$ cat src/rtl/snd_arb.sv
// Round-robin send arbiter: polls NCH channel FIFOs, forwards one header+payload block per grant
// onto a 16-bit 8b/10b link word stream, filling empty slots with idle commas or a trigger K-word.
module snd_arb #(
  parameter int unsigned NCH   = 17,
  parameter logic [15:0] IDLEW = 16'h00BC,
  parameter logic [15:0] TRIGW = 16'h00FC
) (
  input  logic             clk,
  input  logic             reset,
  output logic [NCH-1:0]   arb_want,
  input  logic [NCH-1:0]   fifo_have,
  input  logic [16*NCH-1:0] datain,
  input  logic             trig,
  output logic [4:0]       debug,
  output logic [15:0]      dataout,
  output logic             kchar
);

  typedef enum logic [0:0] {StPoll, StSend} state_e;

  state_e      st_q, st_d;
  logic        gnt_q, gnt_d;
  logic [4:0]  ptr_q, ptr_d;
  logic        miss_q, miss_d;
  logic [8:0]  rem_q, rem_d;
  logic        pend_q, pend_d;
  logic [15:0] dout_q, dout_d;
  logic        kchar_q, kchar_d;

  logic        have;
  logic [15:0] word;
  logic        fwd;
  logic        rel;
  logic        adv;
  logic        serve;

  always_comb begin
    have   = gnt_q & fifo_have[ptr_q];
    word   = datain[{ptr_q, 4'b0000} +: 16];
    st_d   = st_q;
    gnt_d  = 1'b1;
    ptr_d  = ptr_q;
    miss_d = miss_q;
    rem_d  = rem_q;
    fwd    = 1'b0;
    rel    = 1'b0;
    adv    = 1'b0;

    if (gnt_q) begin
      unique case (st_q)
        StPoll: begin
          if (have) begin
            if (word[15]) begin
              fwd   = 1'b1;
              rem_d = word[8:0];
              if (word[8:0] == 9'd0) rel = 1'b1;
              else                   st_d = StSend;
            end else begin
              // Stray payload word with no header: discard and move on.
              rel = 1'b1;
            end
          end else if (miss_q) begin
            adv = 1'b1;
          end else begin
            miss_d = 1'b1;
          end
        end
        StSend: begin
          if (have) begin
            fwd   = 1'b1;
            rem_d = rem_q - 9'd1;
            if (rem_q == 9'd1) rel = 1'b1;
          end
        end
        default: ;
      endcase
    end

    if (rel || adv) begin
      ptr_d  = (ptr_q == 5'(NCH - 1)) ? 5'd0 : ptr_q + 5'd1;
      st_d   = StPoll;
      miss_d = 1'b0;
    end

    // The read enable is dropped in the very cycle the final word arrives, so the FIFO
    // (one-cycle read latency) is never asked for a word beyond the end of the block.
    arb_want = '0;
    if (gnt_q && !rel) arb_want[ptr_q] = 1'b1;

    serve   = ~fwd & (pend_q | trig);
    pend_d  = serve ? (pend_q & trig) : (pend_q | trig);
    dout_d  = fwd ? word : (serve ? TRIGW : IDLEW);
    kchar_d = ~fwd;
  end

  always_ff @(posedge clk or posedge reset) begin
    if (reset) begin
      st_q    <= StPoll;
      gnt_q   <= 1'b0;
      ptr_q   <= 5'd0;
      miss_q  <= 1'b0;
      rem_q   <= 9'd0;
      pend_q  <= 1'b0;
      dout_q  <= IDLEW;
      kchar_q <= 1'b1;
    end else begin
      st_q    <= st_d;
      gnt_q   <= gnt_d;
      ptr_q   <= ptr_d;
      miss_q  <= miss_d;
      rem_q   <= rem_d;
      pend_q  <= pend_d;
      dout_q  <= dout_d;
      kchar_q <= kchar_d;
    end
  end

  assign debug   = gnt_q ? ptr_q : 5'h1F;
  assign dataout = dout_q;
  assign kchar   = kchar_q;

endmodule

$ cat config.mk
export PLATFORM = sky130hd
export DESIGN_NAME = snd_arb
export DESIGN_NICKNAME = d
export VERILOG_FILES = /design/src/rtl/snd_arb.sv
export SDC_FILE = /design/constraint.sdc
export NUM_CORES = 1
export LEC_CHECK = 0
export ABC_AREA = 0
export BUFFER_PORTS_ARGS = -buffer_cell sky130_fd_sc_hd__buf_2
export CAP_MARGIN = 20
export CORE_AREA = 2 2 130 132
export DETAILED_ROUTE_END_ITERATION = 16
export DIE_AREA = 0 0 132 134
export PLACE_DENSITY = 0.67
export SLEW_MARGIN = 25
export SYNTH_ARGS = -nofsm -noshare
export SYNTH_HDL_FRONTEND = slang
export SYNTH_SLANG_ARGS = --single-unit
export TNS_END_PERCENT = 10
$ cat constraint.sdc
create_clock -name clk -period 4 [get_ports clk]
set_input_delay 0.6 -clock clk [delete_from_list [all_inputs] [get_ports clk]]
set_output_delay 0.6 -clock clk [all_outputs]
set_load 0.05 [all_outputs]
==> flow_summary.toml, run 1 <==
[global_route]
grt_usage_pct = 21.1
grt_pass1_vias = 5138
grt_antenna_before_repair = 0
grt_max_degree = 36
grt_pass1_wl_um = 28900
grt_overflow = 0

[clocking]
cts_tree = "built"
cts_root_buf = "clkbuf_16"
cts_buffer_depth = 2
cts.sink_count = 35
clock_latency_ns = 0.28
htree_levels = 2
cts_buffers = 5
clk_pin_slew_ns = 0.06

[finish]
final_cell_count_no_fill = 1000
drive_gt1_share_pct = 55.7
nNetsFinal = 1076
finish.utilization_pct = 39.1
stdcell_area_um2 = 6370
areaGrowthSynthToFinish_pct = 50.0
final_common_cell = "buf_2"
nFillCells = 1638
most-common-layout-cells = "buf_2 (330), nand2_1 (57), mux2i_1 (43)"

[yosys]
yosysUniqueCellTypes = 67
synth_ff_type = "dfrtp_1"
synth-xor-area-share_pct = 0.412
synthAdderAreaFrac_pct = 2.00
ys_warn_count = 0
syn_avg_cell_area_um2 = 9.30
syn_nets = 755
synth-seq-area-share_pct = 20.8
synth_top_family_by_area = "multiplexers"
async_reset_ff_share_pct = 100
synth-seq-cells = 35
synthSimpleGateAreaFrac_pct = 19.8
synth_edf_count = 0
synthMuxAreaShare_pct = 36.1
syn_inst = 457
netlist_area_um2 = 4250
synth_compound_area_share_pct = 14.5

[timing]
tns_ns = 0
period_needed_ns = 3.77
clock_skew_ns = 0.00860
clock.fmax_mhz = 265
rsz0062_at_grt = "no"
slew_headroom_pct = 49.4
tightest_slew_ns = 0.752
hold_ws_ns = 0.420
final_max_slew_viol_count = 0
worst_slack_ns = 0.228
hold_viol = 0
finalSetupViolCount = 0
fin_crit_sh_pct = 94.3

[status]
outcome = "finished, final reports clean"

[critical_path]
crit_type = "register to output pin"
arrival_ns = 3.17
end_kind = "output pin"
timing.critical_path.fanout_max = 22
critical_path_required_ns = 3.40
cp-start-kind = "register"

[placement]
dp.cells = 989
portBuffers = 330
dp_worst_setup_slack_ns = 0.351
place_congestion = 0.923
dp_hpwl_um = 16300
place_area_um2 = 6150

[pwr]
p_per_area_nw_per_um2 = 164
vdd_drop_max_mv = 0.163
p_leak_nw = 2.90
total_power_mw = 1.05

[floorplanning]
start_util_pct = 26.1
core_um2 = 16300
die_w_um = 132
io_pins = 331
die_y_um = 134
rows = 47
die-area_um2 = 17700

[drt]
routed_wl_um = 19500
viasPerCell = 5.17
drtPass1Iterations = 5
drt_iter0_markers = 297
wl_per_cell_um = 19.5
drc = 0
vias = 5170
postRouteAntennaNets = 0

[job]
maxCapViolations = 0

[worst_hold_path]
min_path_type = "input pin to asynchronous set/reset pin"
-- metal layers --
layer,up-vias,GRT usage (%),share of wire [%]
met5,-,0,0
met4,0,2.36,0.86
met1,2486,26.2,40
li1,2408,-,-
met3,22,3.78,7.3
met2,254,39.2,52
-- cells by family after synthesis --
group,after synthesis
and+or+nand+nor,174
muxes,97
AOI/OAI and AO/OA,88
buffers and inverters,53
DFF,35
adders and majority gates,7
xor gates and xnor gates,2
other,1
-- registers in the layout (all words and copies together), names as in the netlist --
name     count
miss_q       1
pend_q       1
gnt_q        1
dataout     16
rem_q        9
ptr_q        5
kchar        1
st_q         1
-- where the power goes --
part	internal [mW]	switching, mW
Combinational	0.145	0.0874
Sequential	0.355	0.000359
Clock	0.296	0.161
-- worst max-delay path, stage by stage (launching register included) --
cell	delay (ns)
dfrtp_4	0.61
buf_4	0.40
mux4_2	0.35
a22oi_1	0.19
nand3_1	0.14
or3_1	0.32
o32a_1	0.39
nand3_1	0.19
nor2_1	0.06
buf_2	0.23
-- layout make-up --
| type | instances | area [um^2] | area share, % |
|---|---|---|---|
| inverters | 12 | 45.0 | 0.707 |
| clock buffers | 5 | 125 | 1.96 |
| multi-input cells | 369 | 3110 | 48.8 |
| well taps | 220 | 275 | 4.32 |
| diodes | 1 | 2.50 | 0.0393 |
| repair buffers | 355 | 1880 | 29.5 |
| flip-flops and latches | 35 | 891 | 14.0 |
| clock inverters | 3 | 46.3 | 0.726 |
-- repair_timing --
action | CTS | global route
resized for setup | 0 | 1
hold buffers | 0 | 0
buffers inserted | 0 | 2
setup endpoints to repair | 0 | 17
-- synth_stat cells, drive strengths merged (5+ instances only) --
cell type | count | area [um^2]
nand4 | 7 | 43.8
o21ai | 15 | 75.1
ha | 6 | 75.1
nand3 | 28 | 145
mux2 | 11 | 124
nor3 | 13 | 65.1
nand2 | 57 | 214
mux4 | 43 | 980
a22oi | 17 | 133
and3 | 5 | 31.3
a31oi | 5 | 31.3
dfrtp | 29 | 726
a21oi | 18 | 90.1
dfstp | 6 | 158
inv | 11 | 41.3
nor2 | 37 | 146
mux2i | 43 | 430
buf | 25 | 163
o22ai | 8 | 50.1
clkbuf | 16 | 60.1
-- final timing paths --
kind	startpoint	endpoint	slack, ns	cells after the start
max in group asynchronous	reset	ptr_q[0]	3.21	3
min reg2reg	rem_q[1]	rem_q[1]	0.51	2
max reg2reg	ptr_q[1]	ptr_q[2]	0.54	9
min	reset	pend_q	0.42	3
max	ptr_q[1]	arb_want[14]	0.23	9
min in group clk	rem_q[1]	rem_q[1]	0.51	2
Note: power is estimated with default switching activity, not from simulation.
==> inputs of run 2 (changes only) <==
--- a/config.mk
+++ b/config.mk
@@ -14,2 +14,3 @@
 export PLACE_DENSITY = 0.67
+export RECOVER_POWER = 25
 export SLEW_MARGIN = 25
--- a/constraint.sdc
+++ b/constraint.sdc
@@ -3,2 +3,2 @@
 set_output_delay 0.6 -clock clk [all_outputs]
-set_load 0.05 [all_outputs]
+set_load 0.02 [all_outputs]
==> run 2 against run 1 <==
  * The flow now finishes with violations (max-capacitance violations, max-slew violations)
  * Cell count unchanged
  * Design area is 0.71% lower
  * Wire length fell by 1.3%
  * Sequential cell count is the same
  * Maximum frequency shrank 0.95%
  * Register-to-register slack about the same
  * First-iteration DRC count up 47%
  * Clock skew is 0.0017 ns higher
  * Non-clock buffer count shrank 2
  * Utilization decreased by 0.28 points
  * Largest power group unchanged
==> flow_summary.toml, run 2 (synthesized netlist as in run 1, its figures left out) <==
[status]
outcome = "complete, but fails checks"
violations = "max-capacitance violations, max-slew violations"

[clocking]
cts.sink_count = 35
clk_pin_slew_ns = 0.07
cts_root_buf = "clkbuf_16"
cts_tree = "built"
cts_buffers = 5
cts_hold_buf = 0
clock_latency_ns = 0.28
cts_buffer_depth = 2
htree_levels = 2

[worst_hold_path]
min_path_type = "register to register"

[floorplanning]
die-area_um2 = 17700
core_um2 = 16300
rows = 47
start_util_pct = 26.1
die_y_um = 134
io_pins = 331
die_w_um = 132

[pwr]
pwr-share-comb_pct = 21.6
p_clk_share_pct = 44.1
p_leak_nw = 2.88
switching_share_pct = 23.8
p_per_area_nw_per_um2 = 165
p_seq_share_pct = 34.3
p_sw_uw = 248
p_int_uw = 796
vdd_drop_max_mv = 0.155

[timing]
tns_ns = 0
slew_headroom_pct = -37.5
rsz0062_at_grt = "no"
period_needed_ns = 3.81
hold_viol = 0
final_max_slew_viol_count = 36
clock.fmax_mhz = 263
fin_crit_sh_pct = 95.2
clock_skew_ns = 0.0103
hold_ws_ns = 0.506
tightest_slew_ns = 2.06
finalSetupViolCount = 0

[finish]
most-common-layout-cells = "buf_2 (330), nand2_1 (57), mux2i_1 (43)"
finish.utilization_pct = 38.9
areaGrowthSynthToFinish_pct = 48.9
final_common_cell = "buf_2"
nNetsFinal = 1074
largest_register_ffs = 16
drive_gt1_share_pct = 55.3

[placement]
place_congestion = 0.891
portBuffers = 330
dp_hpwl_um = 16100

[global_route]
grt_pass1_vias = 5033
grt_overflow = 0
grt_usage_pct = 20.5
grt_max_degree = 37
grt_pass1_wl_um = 28100
grt_antenna_before_repair = 1

[critical_path]
critical_path_required_ns = 3.40
end_kind = "output pin"
arrival_ns = 3.21
ff2ff_setup_slack_ns = 0.54
timing.critical_path.fanout_max = 19
crit_type = "register to output pin"
cp-start-kind = "register"

[drt]
viasPerCell = 5.14
wl_per_cell_um = 19.3
routed_wl_um = 19300
vias = 5142
postRouteAntennaNets = 0
drt_iter0_markers = 438
drtPass1Iterations = 5
drc = 0

[job]
maxCapViolations = 1
## run 2: power by group through the flow
stage	logic [mW]	registers [mW]	clock network, mW
after floorplan	0.0667	0.363	0
after global placement	0.223	0.364	0
after detailed placement	0.226	0.364	0
after CTS	0.227	0.358	0.470
after global routing	0.245	0.358	0.486
final	0.226	0.358	0.460
## run 2: repair_timing
| action | 4_1_cts | 5_1_grt |
|---|---|---|
| setup buffers | 0 | 2 |
| setup endpoints to repair | 0 | 17 |
| resized for setup | 0 | 1 |
## run 2: cell type report
type	instances	area [um^2]
fill	1652	9960
multi-input combinational	369	3100
timing repair buffer	353	1840
sequential	35	891
tap	220	275
clock buffer	5	125
clock inverter	3	46.3
inverter	12	45.0
antenna	3	7.51
## run 2: worst max-delay path, cell delays in order, from the launching register on
cell,delay [ns]
dfrtp_4,0.65
mux4_2,0.55
a221o_1,0.33
a211oi_1,0.33
nand4_1,0.14
o32a_1,0.47
nand3_1,0.21
nor2_1,0.06
buf_2,0.17
## run 2: final timing paths
kind	startpoint	end	depth (start not counted)
max reg2reg	ptr_q[1]	ptr_q[2]	8
max	ptr_q[0]	arb_want[12]	8
min	rem_q[1]	rem_q[1]	2
max in group asynchronous	reset	ptr_q[1]	3
min reg2reg	rem_q[1]	rem_q[1]	2
min in group asynchronous	reset	dataout[6]	3
## run 2: per-stage QoR
stage / setup slack (ns) / total power [mW] / cell area, um^2 / std cells
global placement: 0.400 / 0.588 / 6120 / 987
CTS: 0.0679 / 1.05 / 6290 / 995
detailed placement: 0.385 / 0.590 / 6120 / 987
finish: 0.192 / 1.04 / 6330 / 1000
global route: 0.0564 / 1.09 / 6320 / 997
floorplan: 0.797 / 0.430 / 4250 / 457
## run 2: layer usage
layer  track usage (%)  vias to the layer above  share of wire (%)
met3              3.70                       28                8.1
met1              26.2                     2428                 40
li1                  -                     2395                  -
met5                 0                        -                  0
met4              5.13                        0                2.3
met2              36.0                      291                 50
==> inputs of run 3 (changes only) <==
Settings changed: GPL_TIMING_DRIVEN from default to 0.
Clock period 4 ns to 3.55 ns, I/O delays scaled along.
==> run 3 against run 2 <==
  * The run ends with max-capacitance violations, max-slew violations, negative setup slack left
  * Non-clock buffer count is 48 higher
  * Total power is 14% higher
  * Via count is 4.4% higher
  * Sequential cell count stayed put
  * Worst hold slack worse by 0.29 ns
  * First-iteration DRC count is 16% lower
  * Combinational power is 16% higher
  * Utilization is 4.0 points higher
  * Setup slack worse by 0.26 ns
  * Critical path type unchanged
  * Critical endpoint is now arb_want[16]
  * Largest cell class unchanged
==> flow_summary.toml, run 3 (synthesized netlist as in run 1, its figures left out) <==
[status]
outcome = "complete, but fails checks"
violations = "max-capacitance violations, max-slew violations, negative setup slack"

[finish]
most-common-layout-cells = "buf_2 (328), nand2_1 (55), mux2i_1 (41)"
multi_input_area_um2 = 3270
nNetsFinal = 1122
final_common_cell = "buf_2"
areaGrowthSynthToFinish_pct = 64.2
seq_area_um2 = 885
finish.utilization_pct = 42.8
largest_register_ffs = 16
nFillCells = 1645
drive_gt1_share_pct = 59.0
final_cell_count_no_fill = 1046

[clocking]
cts_root_buf = "clkbuf_16"
clk_pin_slew_ns = 0.06
clock_latency_ns = 0.28
cts_buffers = 5
htree_levels = 2
cts_tree = "built"
cts_buffer_depth = 2
cts.sink_count = 35
cts_hold_buf = 0

[critical_path]
crit_path_end = "arb_want[16]"
timing.critical_path.fanout_max = 5
arrival_ns = 3.09
critical_path_required_ns = 3.02
cp-startpoint = "ptr_q[0]"
end_kind = "output pin"
r2r-end = "ptr_q[2]"
crit_type = "register to output pin"
cp-start-kind = "register"
ff2ff_setup_slack_ns = 0.13
r2r_cells = 9
worstReg2RegStart = "ptr_q[0]"

[drt]
drc = 0
drt_iter0_markers = 368
viasPerCell = 5.13
vias = 5366
routed_wl_um = 20900
drtPass1Iterations = 5
postRouteAntennaNets = 0
wl_per_cell_um = 20.0

[worst_hold_path]
min_path_type = "input pin to asynchronous set/reset pin"

[floorplanning]
rows = 47
io_pins = 331
die_w_um = 132
die-area_um2 = 17700
start_util_pct = 26.1
die_y_um = 134
core_um2 = 16300

[global_route]
grt_max_degree = 29
grt_overflow = 0
grt_usage_pct = 23.0
grt_pass1_vias = 5328
grt_antenna_before_repair = 1
grt_pass1_wl_um = 31200

[pwr]
vdd_drop_max_mv = 0.191
p_leak_nw = 3.16
p_per_area_nw_per_um2 = 171

[placement]
dp_hpwl_um = 17200
place_congestion = 0.922
portBuffers = 330
dp_worst_setup_slack_ns = -0.563
dp.cells = 1009

[timing]
period_needed_ns = 3.62
clock.fmax_mhz = 276
fin_crit_sh_pct = 102
final_max_slew_viol_count = 29
worst_slack_ns = -0.0705
hold_viol = 0
rsz0062_at_grt = "yes"
finalSetupViolCount = 17
clock_skew_ns = 0.00751
tightest_slew_ns = 1.58
slew_headroom_pct = -5.31

[job]
maxCapViolations = 1
## run 3: cell count changes in the layout (fill, tap and decap cells not counted), moves of 5 or more
cell	change
buf_12	+10
buf_4	+13
buf_6	+6
clkbuf_1	+11
nand3_4	+5
## run 3: worst min path at each step
| stage | slack, ns | endpoint | cells after the start | start |
|---|---|---|---|---|
| after floorplan | 0.47 | dataout[6] | 2 | pend_q |
| after global placement | 0.49 | dataout[6] | 2 | pend_q |
| after detailed placement | 0.47 | dataout[11] | 2 | reset |
| after CTS | 0.17 | dataout[11] | 2 | reset |
| after global routing | 0.24 | dataout[12] | 2 | reset |
| final | 0.21 | dataout[12] | 2 | reset |
## run 3: final cells by class
cell class / count / area share (%)
multi-input combinational: 369 / 46.9
inverter: 12 / 0.699
sequential: 35 / 12.7
clock buffer: 6 / 1.99
buffer: 39 / 4.61
tap: 220 / 3.94
antenna: 1 / 0.0359
timing repair buffer: 362 / 28.6
clock inverter: 2 / 0.556
## run 3: critical path, cell delays in order (launching register included)
cell       delay [ns]
dfrtp_1          0.38
buf_6            0.14
bufbuf_16        0.25
mux4_1           0.58
nand2_2          0.12
nand3_4          0.12
or3_4            0.41
o32a_4           0.44
nand3_4          0.15
nor2_1           0.06
buf_4            0.16
## run 3: per-layer routing
layer  wire length [um]  track usage (%)
met1               8530             30.4
met2              10300             40.0
met3               1580             3.67
met4                478             4.83
met5                  0                0
## run 3: power by group
group | internal (mW) | switching, mW | total [mW]
Sequential | 0.400 | 0.000796 | 0.401
Clock | 0.353 | 0.177 | 0.530
Combinational | 0.164 | 0.0990 | 0.263
## run 3: repair_timing
item,4_1_cts,5_1_grt
buffers inserted,19,10
gates resized for setup,60,25
gates cloned,1,0
pin swaps,15,9
setup endpoints to repair,39,20
## run 3: through the flow
step	power (mW)	TNS (ns)	hold slack, ns	cell area (um^2)
2_1_floorplan	0.484	0	0.469	4250
3_3_place_gp	0.661	-13.05	0.485	6180
3_5_place_dp	0.667	-11.90	0.467	6210
4_1_cts	1.21	-0.0241	0.169	6810
5_1_grt	1.25	-1.95	0.244	6980
6_report	1.19	-0.829	0.214	6980
